<file path="src/rtl/arith_pkg.sv">
// Shared arithmetic definitions for the leaf arithmetic blocks.
//   SUB_DEFAULT_W : default operand/result width of the subtractor.
package arith_pkg;

  localparam int SUB_DEFAULT_W = 8;

endpackage : arith_pkg

</file>
<file path="src/rtl/full_subtractor.sv">
// One-bit full subtractor, purely combinational.
//   i_a      : minuend bit
//   i_b      : subtrahend bit
//   i_borrow : borrow into this bit position
//   o_diff   : difference bit, a ^ b ^ borrow
//   o_borrow : borrow out, set when a < b + borrow for this bit
module full_subtractor (
  input  logic i_a,
  input  logic i_b,
  input  logic i_borrow,
  output logic o_diff,
  output logic o_borrow
);

  logic ab_x;

  assign ab_x     = i_a ^ i_b;
  assign o_diff   = ab_x ^ i_borrow;
  // Borrow when b beats a outright, or when a == b and a borrow comes in.
  assign o_borrow = (~i_a & i_b) | (~ab_x & i_borrow);

endmodule : full_subtractor

</file>
<file path="src/rtl/subtractor.sv">
// Registered N-bit unsigned subtractor with borrow-in and borrow-out.
// Computes (i_a - i_b - i_carry) mod 2^N through an LSB-first ripple chain
// of full subtractors and registers {borrow, difference} every cycle.
// Borrow ports let several instances be chained into a wider subtraction.
//   i_clk   : clock, rising edge
//   i_rst_n : synchronous active-low reset, clears both outputs
//   i_a     : N-bit minuend
//   i_b     : N-bit subtrahend
//   i_carry : borrow-in, subtracts an extra 1 when set
//   o_out   : registered N-bit difference, one cycle latency
//   o_carry : registered borrow-out, set when i_a < i_b + i_carry
module subtractor
  import arith_pkg::*;
#(
  parameter int N = SUB_DEFAULT_W
) (
  input  logic         i_clk,
  input  logic         i_rst_n,
  input  logic [N-1:0] i_a,
  input  logic [N-1:0] i_b,
  input  logic         i_carry,
  output logic [N-1:0] o_out,
  output logic         o_carry
);

  logic [N:0]   borrow;
  logic [N-1:0] diff_d;
  logic [N:0]   res_d;
  logic [N:0]   res_q;

  // Stage p0: combinational ripple chain, borrow[k] feeds bit k.
  assign borrow[0] = i_carry;

  for (genvar k = 0; k < N; k++) begin : g_bit
    full_subtractor u_fs (
      .i_a      (i_a[k]),
      .i_b      (i_b[k]),
      .i_borrow (borrow[k]),
      .o_diff   (diff_d[k]),
      .o_borrow (borrow[k+1])
    );
  end

  assign res_d = {borrow[N], diff_d};

  // Stage p1: output register, loads every cycle; reset discards in-flight result.
  always_ff @(posedge i_clk) begin
    if (!i_rst_n) begin
      res_q <= '0;
    end else begin
      res_q <= res_d;
    end
  end

  assign o_out   = res_q[N-1:0];
  assign o_carry = res_q[N];

endmodule : subtractor

</file>
<file path="config.mk">
export PLATFORM = sky130hd
export DESIGN_NAME = subtractor
export DESIGN_NICKNAME = d
export VERILOG_FILES = /design/src/rtl/arith_pkg.sv /design/src/rtl/full_subtractor.sv /design/src/rtl/subtractor.sv
export SDC_FILE = /design/constraint.sdc
export NUM_CORES = 1
export LEC_CHECK = 0
export CAP_MARGIN = 20
export CORE_UTILIZATION = 30
export DETAILED_ROUTE_END_ITERATION = 10
export PLACE_DENSITY_LB_ADDON = 0.3
export SYNTH_ARGS = -nofsm -noshare
export SYNTH_HDL_FRONTEND = slang
export SYNTH_SLANG_ARGS = --single-unit
</file>
<file path="constraint.sdc">
create_clock -name i_clk -period 3.7 [get_ports i_clk]
set_input_delay 0.74 -clock i_clk [delete_from_list [all_inputs] [get_ports i_clk]]
set_output_delay 0.74 -clock i_clk [all_outputs]
set_load 0.05 [all_outputs]
</file>
**Word-level counts from Yosys, hierarchy flattened**

Cells that the tools add are included.

- Bitwise logic cells: 56

Operators with widths:

| cell | number |
|---|---|
| bitwise AND 1 bit | 16 |
| inverter 1 bit | 16 |
| bitwise XOR 1 bit | 16 |
| OR 1 bit | 8 |

- Flip-flop bits (word level): 9
- Output and inout bits: 9

**Longest topological paths before layout**

Gate-level depths: netlist of the first run.

- Word-level depth: 18
- Gate-level depth with buffers: 12

**Hierarchy**

From an unflattened synthesis of the first run, not the netlist that was laid out.

- Cell total of the unflattened synthesis: 50
- Area, all modules: 486.7 um^2

By module, submodules not included:

| module | cells an instance | times used | area an instance (um^2) |
|---|---|---|---|
| full_subtractor | 4 | 8 | 31.3 |
| subtractor | 18 | 1 | 236.5 |

**Least setup slack after synthesis of the first run**

OpenSTA, ideal clock, no wires.

- Path kind: input to register
- From: in i_b[0]
- To: reg res_q[7]
- Data required time: 3585 ps
- Path slack: -250 ps
- Setup time: 115 ps
- Stages: 12
- Arrival: 3835 ps
- Cell sequence: inv_1 -> fa_1 -> inv_1 -> fa_1 -> fa_1 -> fa_1 -> fa_1 -> fa_1 -> fa_1 -> inv_1 -> fa_1 -> and2_1

- Word-level cells in the longest chain between the ends: 17
- Elaborated cells between the ends (all ways): 18
- Those cells by class: bitwise (18)

Ends and longest elaborated chain:

| item | RTL line | RTL |
|---|---|---|
| from (decl) | subtractor.sv:20 | `input logic [N-1:0] i_b,` |
| bitwise XOR 1 bit | full_subtractor.sv:17 | `assign ab_x = i_a ^ i_b;` |
| inverter 1 bit | full_subtractor.sv:20 | `assign o_borrow = (~i_a & i_b) \| (~ab_x & i_borrow);` |
| bitwise AND 1 bit | full_subtractor.sv:20 |  |
| OR 1 bit * | full_subtractor.sv:20 |  |
| bitwise AND 1 bit * | full_subtractor.sv:20 |  |
| OR 1 bit * | full_subtractor.sv:20 |  |
| bitwise AND 1 bit * | full_subtractor.sv:20 |  |
| OR 1 bit * | full_subtractor.sv:20 |  |
| (+2 left out) | -- |  |
| bitwise AND 1 bit * | full_subtractor.sv:20 |  |
| OR 1 bit * | full_subtractor.sv:20 |  |
| bitwise AND 1 bit * | full_subtractor.sv:20 |  |
| OR 1 bit * | full_subtractor.sv:20 |  |
| bitwise AND 1 bit * | full_subtractor.sv:20 |  |
| OR 1 bit * | full_subtractor.sv:20 |  |
| bitwise XOR 1 bit * | full_subtractor.sv:18 | `assign o_diff = ab_x ^ i_borrow;` |
| net g_bit[7].u_fs.o_diff | full_subtractor.sv:11 | `output logic o_diff,` |
| to (signal assigned) | subtractor.sv:51 | `res_q <= res_d;` |
| to (decl) | subtractor.sv:29 | `logic [N:0] res_q;` |

Mark *: on every way through the listed nets, which the timed path passes. The rest lies on a longest branch.
A chain may end at the register's enable or synchronous reset.

**Final worst setup path of the first run**

Same ends and word-level chain as after synthesis.

==> results of run 1 <==
-- layout make-up --
type	instances	area (sq um)	share of cell area (%)
inverter	11	43.8	5.70
sequential	9	180	23.5
tap	15	18.8	2.44
clock buffer	4	26.3	3.42
multi-input combinational	17	234	30.5
timing repair buffer	27	265	34.5
-- worst max-delay path: stages --
cell	delay, ns
sky130_fd_sc_hd__buf_6	0.09
sky130_fd_sc_hd__inv_4	0.04
sky130_fd_sc_hd__fa_2	0.18
sky130_fd_sc_hd__inv_2	0.04
sky130_fd_sc_hd__fa_2	0.34
sky130_fd_sc_hd__fa_2	0.37
sky130_fd_sc_hd__fa_2	0.35
sky130_fd_sc_hd__fa_2	0.35
sky130_fd_sc_hd__fa_2	0.35
sky130_fd_sc_hd__fa_2	0.34
sky130_fd_sc_hd__inv_2	0.07
sky130_fd_sc_hd__fa_1	0.40
sky130_fd_sc_hd__and2_1	0.16
-- cells in the final DEF (no fill, tap or decap) --
master and n:
sky130_fd_sc_hd__and2_1 2, sky130_fd_sc_hd__buf_2 1, sky130_fd_sc_hd__buf_6 2, sky130_fd_sc_hd__clkbuf_1 1, sky130_fd_sc_hd__clkbuf_4 3, sky130_fd_sc_hd__clkdlybuf4s50_1 22, sky130_fd_sc_hd__dfxtp_1 9, sky130_fd_sc_hd__dlygate4sd2_1 2
sky130_fd_sc_hd__fa_1 1, sky130_fd_sc_hd__fa_2 7, sky130_fd_sc_hd__inv_1 7, sky130_fd_sc_hd__inv_2 3, sky130_fd_sc_hd__inv_4 1, sky130_fd_sc_hd__nor2b_1 7
-- how the worst max path moves through the flow --
stage,from,to,slack [ns],depth (start not counted)
after global placement,i_a[0],res_q[7]$_SDFF_PN0_,-0.60,12
after CTS,i_carry,res_q[7]$_SDFF_PN0_,-0.24,13
final,i_b[0],res_q[7]$_SDFF_PN0_,0.03,13
after detailed placement,i_a[0],res_q[7]$_SDFF_PN0_,-0.67,12
after global routing,i_b[0],res_q[7]$_SDFF_PN0_,-0.07,13
after floorplan,i_b[0],res_q[7]$_SDFF_PN0_,-0.08,12
-- where the power goes --
part           switching (mW)  leakage [nW]  internal (mW)
Clock                  0.0325        0.0150         0.0414
Sequential            0.00271        0.0750          0.109
Combinational          0.0666         0.238         0.0509
-- repair_timing --
item	CTS	global route
pin swaps	8	8
endpoints found under the setup margin	2	1
cloned	0	0
resized for setup	20	1
-- layer usage --
| metal | global-route usage (%) | wire (um) | share of wire, % | vias to the layer above |
|---|---|---|---|---|
| li1 | - | - | - | 162 |
| met1 | 10.0 | 244 | 29 | 145 |
| met2 | 28.2 | 524 | 62 | 17 |
| met3 | 6.67 | 72 | 8.6 | 0 |
| met4 | 5.00 | 0 | 0 | 0 |
| met5 | 0 | 0 | 0 | - |
-- cell families after synthesis --
kind of cell | after synthesis | share of synthesized area, %
flops | 9 | 41.1
simple gates | 9 | 12.9
buf+inv | 11 | 9.43
fa+ha+maj | 8 | 36.6
-- stage by stage --
step	setup TNS (ns)	instance area (sq um)	hold WS (ns)	power (mW)
after global routing	-0.0666	768	0.946	0.324
after detailed placement	-1.15	739	1.46	0.232
after CTS	-0.242	766	0.908	0.309
final	0	768	0.913	0.303
after global placement	-0.962	739	1.46	0.227
after floorplan	-0.0763	450	0.862	0.180
==> reports/metrics.csv, run 1 <==
stage,metric,value,unit
floorplan,floorplan.die_area,1620,sq um
finish,fin_util,57.6,%
yosys,seq_area_frac_synth,41.1,%
yosys,synth_area_leader_cell,sky130_fd_sc_hd__dfxtp_1,
timing,post-route-period-util,99.3,%
yosys,yosys.cell_count.top_type,sky130_fd_sc_hd__inv_1,
global_route,grt_pass1_vias,350,
finish,layout-drive-gt1-share,25.0,%
timing,finalCriticalPeriod,3.67,ns
yosys,synthTopCellsByArea,"sky130_fd_sc_hd__dfxtp_1 41%, sky130_fd_sc_hd__fa_1 37%, sky130_fd_sc_hd__nor2b_1 10%",
yosys,syn_area,438,sq um
clock_network,cts_max_path_buffers,2,
routing,routed_wirelength,841,um
setup_path,worst-endpoint-required,3.85,ns
timing,worstMarginPinSlew,0.504,ns
clock_network,cts.repair_timing.setup_buffer_count,0,
timing,achievable-frequency,272,MHz
yosys,synthFlopType,sky130_fd_sc_hd__dfxtp_1,
yosys,postSynthRegisterBits,9,
outcome,outcome,"complete, no violations",
worst_hold_path,min-delay-start,i_a[0],
place,port_buffers,27,
power,powerDensity,394,nW/um^2
routing,drt-pass1-iter-count,2,
global_route,grt_pass1_wl,1320,um
finish,largest_register_ffs,9,
routing,route.detailed.drc,0,
setup_path,path_max_fanout,1,
worst_hold_path,min-delay-path-class,in2reg,
finish,antenna_cell_count,0,
clock_network,cts_sinks,9,
setup_path,startpoint_type,input port,
global_route,grt_use_total,13.6,%
place,dp.final_hpwl,691,um
timing,setup-violations-final,0,
clock_network,clockRootBuffer,sky130_fd_sc_hd__clkbuf_4,
timing,finalHoldViolCount,0,
global_route,gr-total-overflow,0,
place,place_ws,-0.675,ns
run,cap_violations,0,
floorplan,placementRows,13,
yosys,synth.net_count,64,
clock_network,cts.htree.levels,1,
routing,detailroute.via_count,324,
clock_network,ctsHoldBuffers,0,
yosys,synth_enable_flop_cells,0,
yosys,average_size_of_a_mapped_cell,11.8,sq um
floorplan,design.portCount,28,
timing,postLayoutSetupSlackWorst,0.0262,ns
finish,syn2layout_area_growth,75.4,%
floorplan,starting_density,32.8,%
place,placedCellCount,79,
clock_network,clk_pin_slew,0.06,ns
global_route,grt_max_degree,10,
yosys,synth-warning-count,0,
power,irDropWorstVdd,0.000198,V
yosys,synth_largest_type_area_fraction,41.1,%
finish,registers.top_by_ff_count,res_q,
floorplan,core_area,1330,sq um
clock_network,tritoncts,built,
timing,grt_setup_unrepaired,yes,
clock_network,cts_inserted_buffers,3,
yosys,ys_top_cells_by_count,"11 x sky130_fd_sc_hd__inv_1, 9 x sky130_fd_sc_hd__dfxtp_1, 8 x sky130_fd_sc_hd__fa_1",
yosys,yosysUniqueCellTypes,5,
yosys,post_synthesis_instance_total,37,
routing,wl_per_cell,10.1,um
setup_path,worst_path_class_setup,in2reg,
setup_path,timing.critical_path.to_type,flop,
timing,finalMaxSlewViolations,0,
routing,drt_via_density,3.90,
floorplan,fp.dieW,40.2,um
worst_hold_path,worst_hold_path_depth,3,
timing,relSlewSlack,66.3,%
finish,layout.filler_cells,132,
place,gp_congestion,0.560,
finish,top_regs,res_q x9,
setup_path,arr_time_crit_path,3.82,ns
finish,final_cells,83,
finish,final_nets,96,
routing,dr.first_iter.drc_count,2,
yosys,async_reset_ff_share,0,%
global_route,number_of_antenna_violations_at_the_first_check_in_global_routing,0,
worst_hold_path,min_delay_worst_endpoint,res_q[0]$_SDFF_PN0_,
floorplan,fp.dieH,40.2,um
routing,drt.antenna.violating_nets,0,
power,leakage,0.328,nW
No activity file was read; power rests on OpenSTA's default activity.
==> run 2, diff against run 1 <==
Settings changed: CORE_UTILIZATION 30 to 32, SYNTH_HIERARCHICAL set to 1.
==> run 2 against run 1 <==
Maximum frequency decreased by 11%. Core utilization up 3.6 points. The run now ends with setup timing left. Final cell count is 16% higher. Non-clock buffer count is the same. Global-route usage decreased by 2.8 points. Hold slack lost 0.041 ns. Sequential power about the same. Critical endpoint unchanged. Die area grew 4.0%. Largest cell class unchanged.
==> reports/metrics.csv, run 2 <==
stage,metric,value,unit
yosys,seq_area_frac_synth,37.0,%
place,gp_congestion,0.588,
timing,finalHoldViolCount,0,
power,sw_frac_of_total,33.5,%
setup_path,timing.critical_path.to_type,flop,
clock_network,clk_pin_slew,0.06,ns
clock_network,cts_sinks,9,
floorplan,floorplan.die_area,1680,sq um
floorplan,placementRows,13,
global_route,grt_use_total,10.8,%
timing,setup_total_negative_slack,-0.776,ns
setup_path,path_max_fanout,1,
run,cap_violations,0,
routing,drt-pass1-iter-count,2,
timing,relSlewSlack,66.4,%
timing,finalCriticalPeriod,4.14,ns
timing,post-route-period-util,112,%
routing,wl_per_cell,8.13,um
setup_path,startpoint_type,input port,
floorplan,design.portCount,28,
timing,grt_setup_unrepaired,yes,
floorplan,starting_density,36.1,%
setup_path,worst-endpoint-required,3.90,ns
yosys,post_synthesis_instance_total,50,
yosys,synthTopCellsByArea,"sky130_fd_sc_hd__dfxtp_1 37%, sky130_fd_sc_hd__fa_1 33%, sky130_fd_sc_hd__inv_1 19%",
yosys,ys_top_cells_by_count,"24 x sky130_fd_sc_hd__inv_1, 9 x sky130_fd_sc_hd__and2_1, 9 x sky130_fd_sc_hd__dfxtp_1",
outcome,outcome,"complete, but fails checks",
yosys,synth_area_leader_cell,sky130_fd_sc_hd__dfxtp_1,
clock_network,cts_max_path_buffers,2,
power,comb_power_share,40.1,%
power,clkPwrFrac,23.5,%
routing,drt.antenna.violating_nets,0,
yosys,synthFlopType,sky130_fd_sc_hd__dfxtp_1,
routing,routed_wirelength,780,um
finish,layout-drive-gt1-share,37.0,%
timing,postLayoutSetupSlackWorst,-0.445,ns
global_route,gr-total-overflow,0,
floorplan,fp.dieW,41,um
global_route,grt_max_degree,10,
setup_path,arr_time_crit_path,4.35,ns
setup_path,cp_capture_point,res_q[7]$_SDFF_PN0_,
timing,setup-violations-final,3,
timing,finalMaxSlewViolations,0,
clock_network,cts_inserted_buffers,3,
power,seq_power_share,36.4,%
global_route,grt_pass1_vias,304,
yosys,async_reset_ff_share,0,%
clock_network,tritoncts,built,
outcome,violated_checks,setup timing,
finish,final_common_cell,sky130_fd_sc_hd__clkdlybuf4s50_1,
yosys,postSynthRegisterBits,9,
global_route,grt_pass1_wl,1120,um
timing,worstMarginPinSlew,0.502,ns
power,powerDensity,372,nW/um^2
clock_network,cts.htree.levels,1,
power,irDropWorstVdd,0.000161,V
finish,syn2layout_area_growth,69.7,%
setup_path,worst_path_class_setup,in2reg,
routing,detailroute.via_count,368,
yosys,synth_enable_flop_cells,0,
yosys,synth-warning-count,6,
power,intPower,0.204,mW
timing,achievable-frequency,241,MHz
routing,route.detailed.drc,0,
floorplan,fp.dieH,41,um
worst_hold_path,min-delay-path-class,in2reg,
global_route,number_of_antenna_violations_at_the_first_check_in_global_routing,0,
yosys,average_size_of_a_mapped_cell,9.73,sq um
yosys,yosysUniqueCellTypes,4,
clock_network,clockRootBuffer,sky130_fd_sc_hd__clkbuf_4,
finish,final_nets,109,
yosys,syn_area,487,sq um
yosys,synth.net_count,77,
timing,finalHoldWorstSlack,0.872,ns
routing,dr.first_iter.drc_count,3,
finish,antenna_cell_count,0,
routing,drt_via_density,3.83,
floorplan,core_area,1350,sq um
place,dp.final_hpwl,709,um
finish,registers.top_by_ff_count,res_q,
finish,layout.cells.most_common_list,"24 x sky130_fd_sc_hd__clkdlybuf4s50_1, 16 x sky130_fd_sc_hd__inv_2, 9 x sky130_fd_sc_hd__and2_1, 9 x sky130_fd_sc_hd__dfxtp_1",
finish,top_regs,res_q x9,
yosys,yosys.cell_count.top_type,sky130_fd_sc_hd__inv_1,
worst_hold_path,worst_hold_path_depth,3,
power,netSwitchingPower,0.103,mW
yosys,synth_largest_type_area_fraction,37.0,%
finish,largest_register_ffs,9,
place,port_buffers,27,
setup_path,critPathLaunch,i_b[0],
power,leakage,0.386,nW
run 2: cell types whose count changed in the layout (fill, tap and decap cells not counted), moves of 2 or more:
cell,before,now
sky130_fd_sc_hd__dlygate4sd2_1,2,0
sky130_fd_sc_hd__inv_2,3,16
sky130_fd_sc_hd__and2_1,2,9
sky130_fd_sc_hd__nor2b_1,7,0
sky130_fd_sc_hd__clkdlybuf4s50_1,22,24
run 2: metal layers:
layer  global-route usage (%)  part of all wire, %
met3                     3.26                  4.5
met1                     10.8                   36
met5                        0                    0
met2                     18.8                   58
met4                     7.50                  1.9
run 2: how the worst min path moves through the flow:
stage / startpoint / to / slack [ns]
after CTS: i_a[0] / res_q[0]$_SDFF_PN0_ / 0.88
final: i_a[0] / res_q[0]$_SDFF_PN0_ / 0.87
after global placement: i_rst_n / res_q[7]$_SDFF_PN0_ / 1.53
after floorplan: i_rst_n / res_q[0]$_SDFF_PN0_ / 0.86
after global routing: i_a[0] / res_q[0]$_SDFF_PN0_ / 0.87
after detailed placement: i_rst_n / res_q[1]$_SDFF_PN0_ / 1.53
run 2: final cells by class:
cell class	count	area, sq um
Fill cell	121	524
Timing Repair Buffer	27	274
Multi-Input combinational cell	17	236
Sequential cell	9	180
Inverter	24	90.1
Clock buffer	4	26.3
Tap cell	15	18.8
run 2: what timing repair did:
item | CTS | global route
cloned | 0 | 0
gates resized for setup | 27 | 1
pin swaps | 7 | 7
buffers inserted | 0 | 0
endpoints found under the setup margin | 4 | 3
hold buffers | 0 | 0
run 2: power groups by stage:
stage / registers, mW / logic, mW / clock network, mW
after detailed placement: 0.114 / 0.120 / 0
after global placement: 0.114 / 0.117 / 0
after CTS: 0.112 / 0.125 / 0.0758
final: 0.112 / 0.123 / 0.0723
after global routing: 0.113 / 0.135 / 0.0837
after floorplan: 0.156 / 0.0265 / 0
run 2: critical path, stage by stage:
cell and delay (ns):
sky130_fd_sc_hd__buf_6 0.07, sky130_fd_sc_hd__inv_2 0.03, sky130_fd_sc_hd__fa_2 0.37, sky130_fd_sc_hd__inv_2 0.06, sky130_fd_sc_hd__inv_2 0.03, sky130_fd_sc_hd__fa_2 0.32
sky130_fd_sc_hd__inv_2 0.06, sky130_fd_sc_hd__inv_2 0.03, sky130_fd_sc_hd__fa_2 0.32, sky130_fd_sc_hd__inv_2 0.05, sky130_fd_sc_hd__inv_2 0.03, sky130_fd_sc_hd__fa_2 0.32
sky130_fd_sc_hd__inv_2 0.06, sky130_fd_sc_hd__inv_2 0.03, sky130_fd_sc_hd__fa_2 0.32, sky130_fd_sc_hd__inv_2 0.06, sky130_fd_sc_hd__inv_2 0.03, sky130_fd_sc_hd__fa_2 0.32
sky130_fd_sc_hd__inv_2 0.06, sky130_fd_sc_hd__inv_2 0.03, sky130_fd_sc_hd__fa_2 0.32, sky130_fd_sc_hd__inv_2 0.06, sky130_fd_sc_hd__inv_2 0.03, sky130_fd_sc_hd__fa_2 0.50
sky130_fd_sc_hd__and2_1 0.11
run 2: logic make-up (layout without fill, tap and decap cells):
| logic type | Yosys count | after routing | share of synthesized area (%) |
|---|---|---|---|
| buf+inv | 24 | 55 | 18.5 |
| flops | 9 | 9 | 37.0 |
| fa+ha+maj | 8 | 8 | 32.9 |
| simple gates | 9 | 9 | 11.6 |
run 2: through the flow:
stage,utilization (%),cell area [sq um],setup WS [ns],power [mW],std cells
finish,61.2,826,-0.445,0.307,96
global route,61.2,826,-0.582,0.332,96
CTS,60.7,820,-0.595,0.313,96
detailed placement,58.9,796,-1.14,0.234,92
global placement,58.9,796,-1.09,0.230,92
floorplan,-,507,-0.525,0.183,50
==> run 3, diff against run 2 <==
Settings changed: CAP_MARGIN 20 to 30.
==> results of run 3 <==
No change in the layout: final DEF, timing and power equal those of run 2.
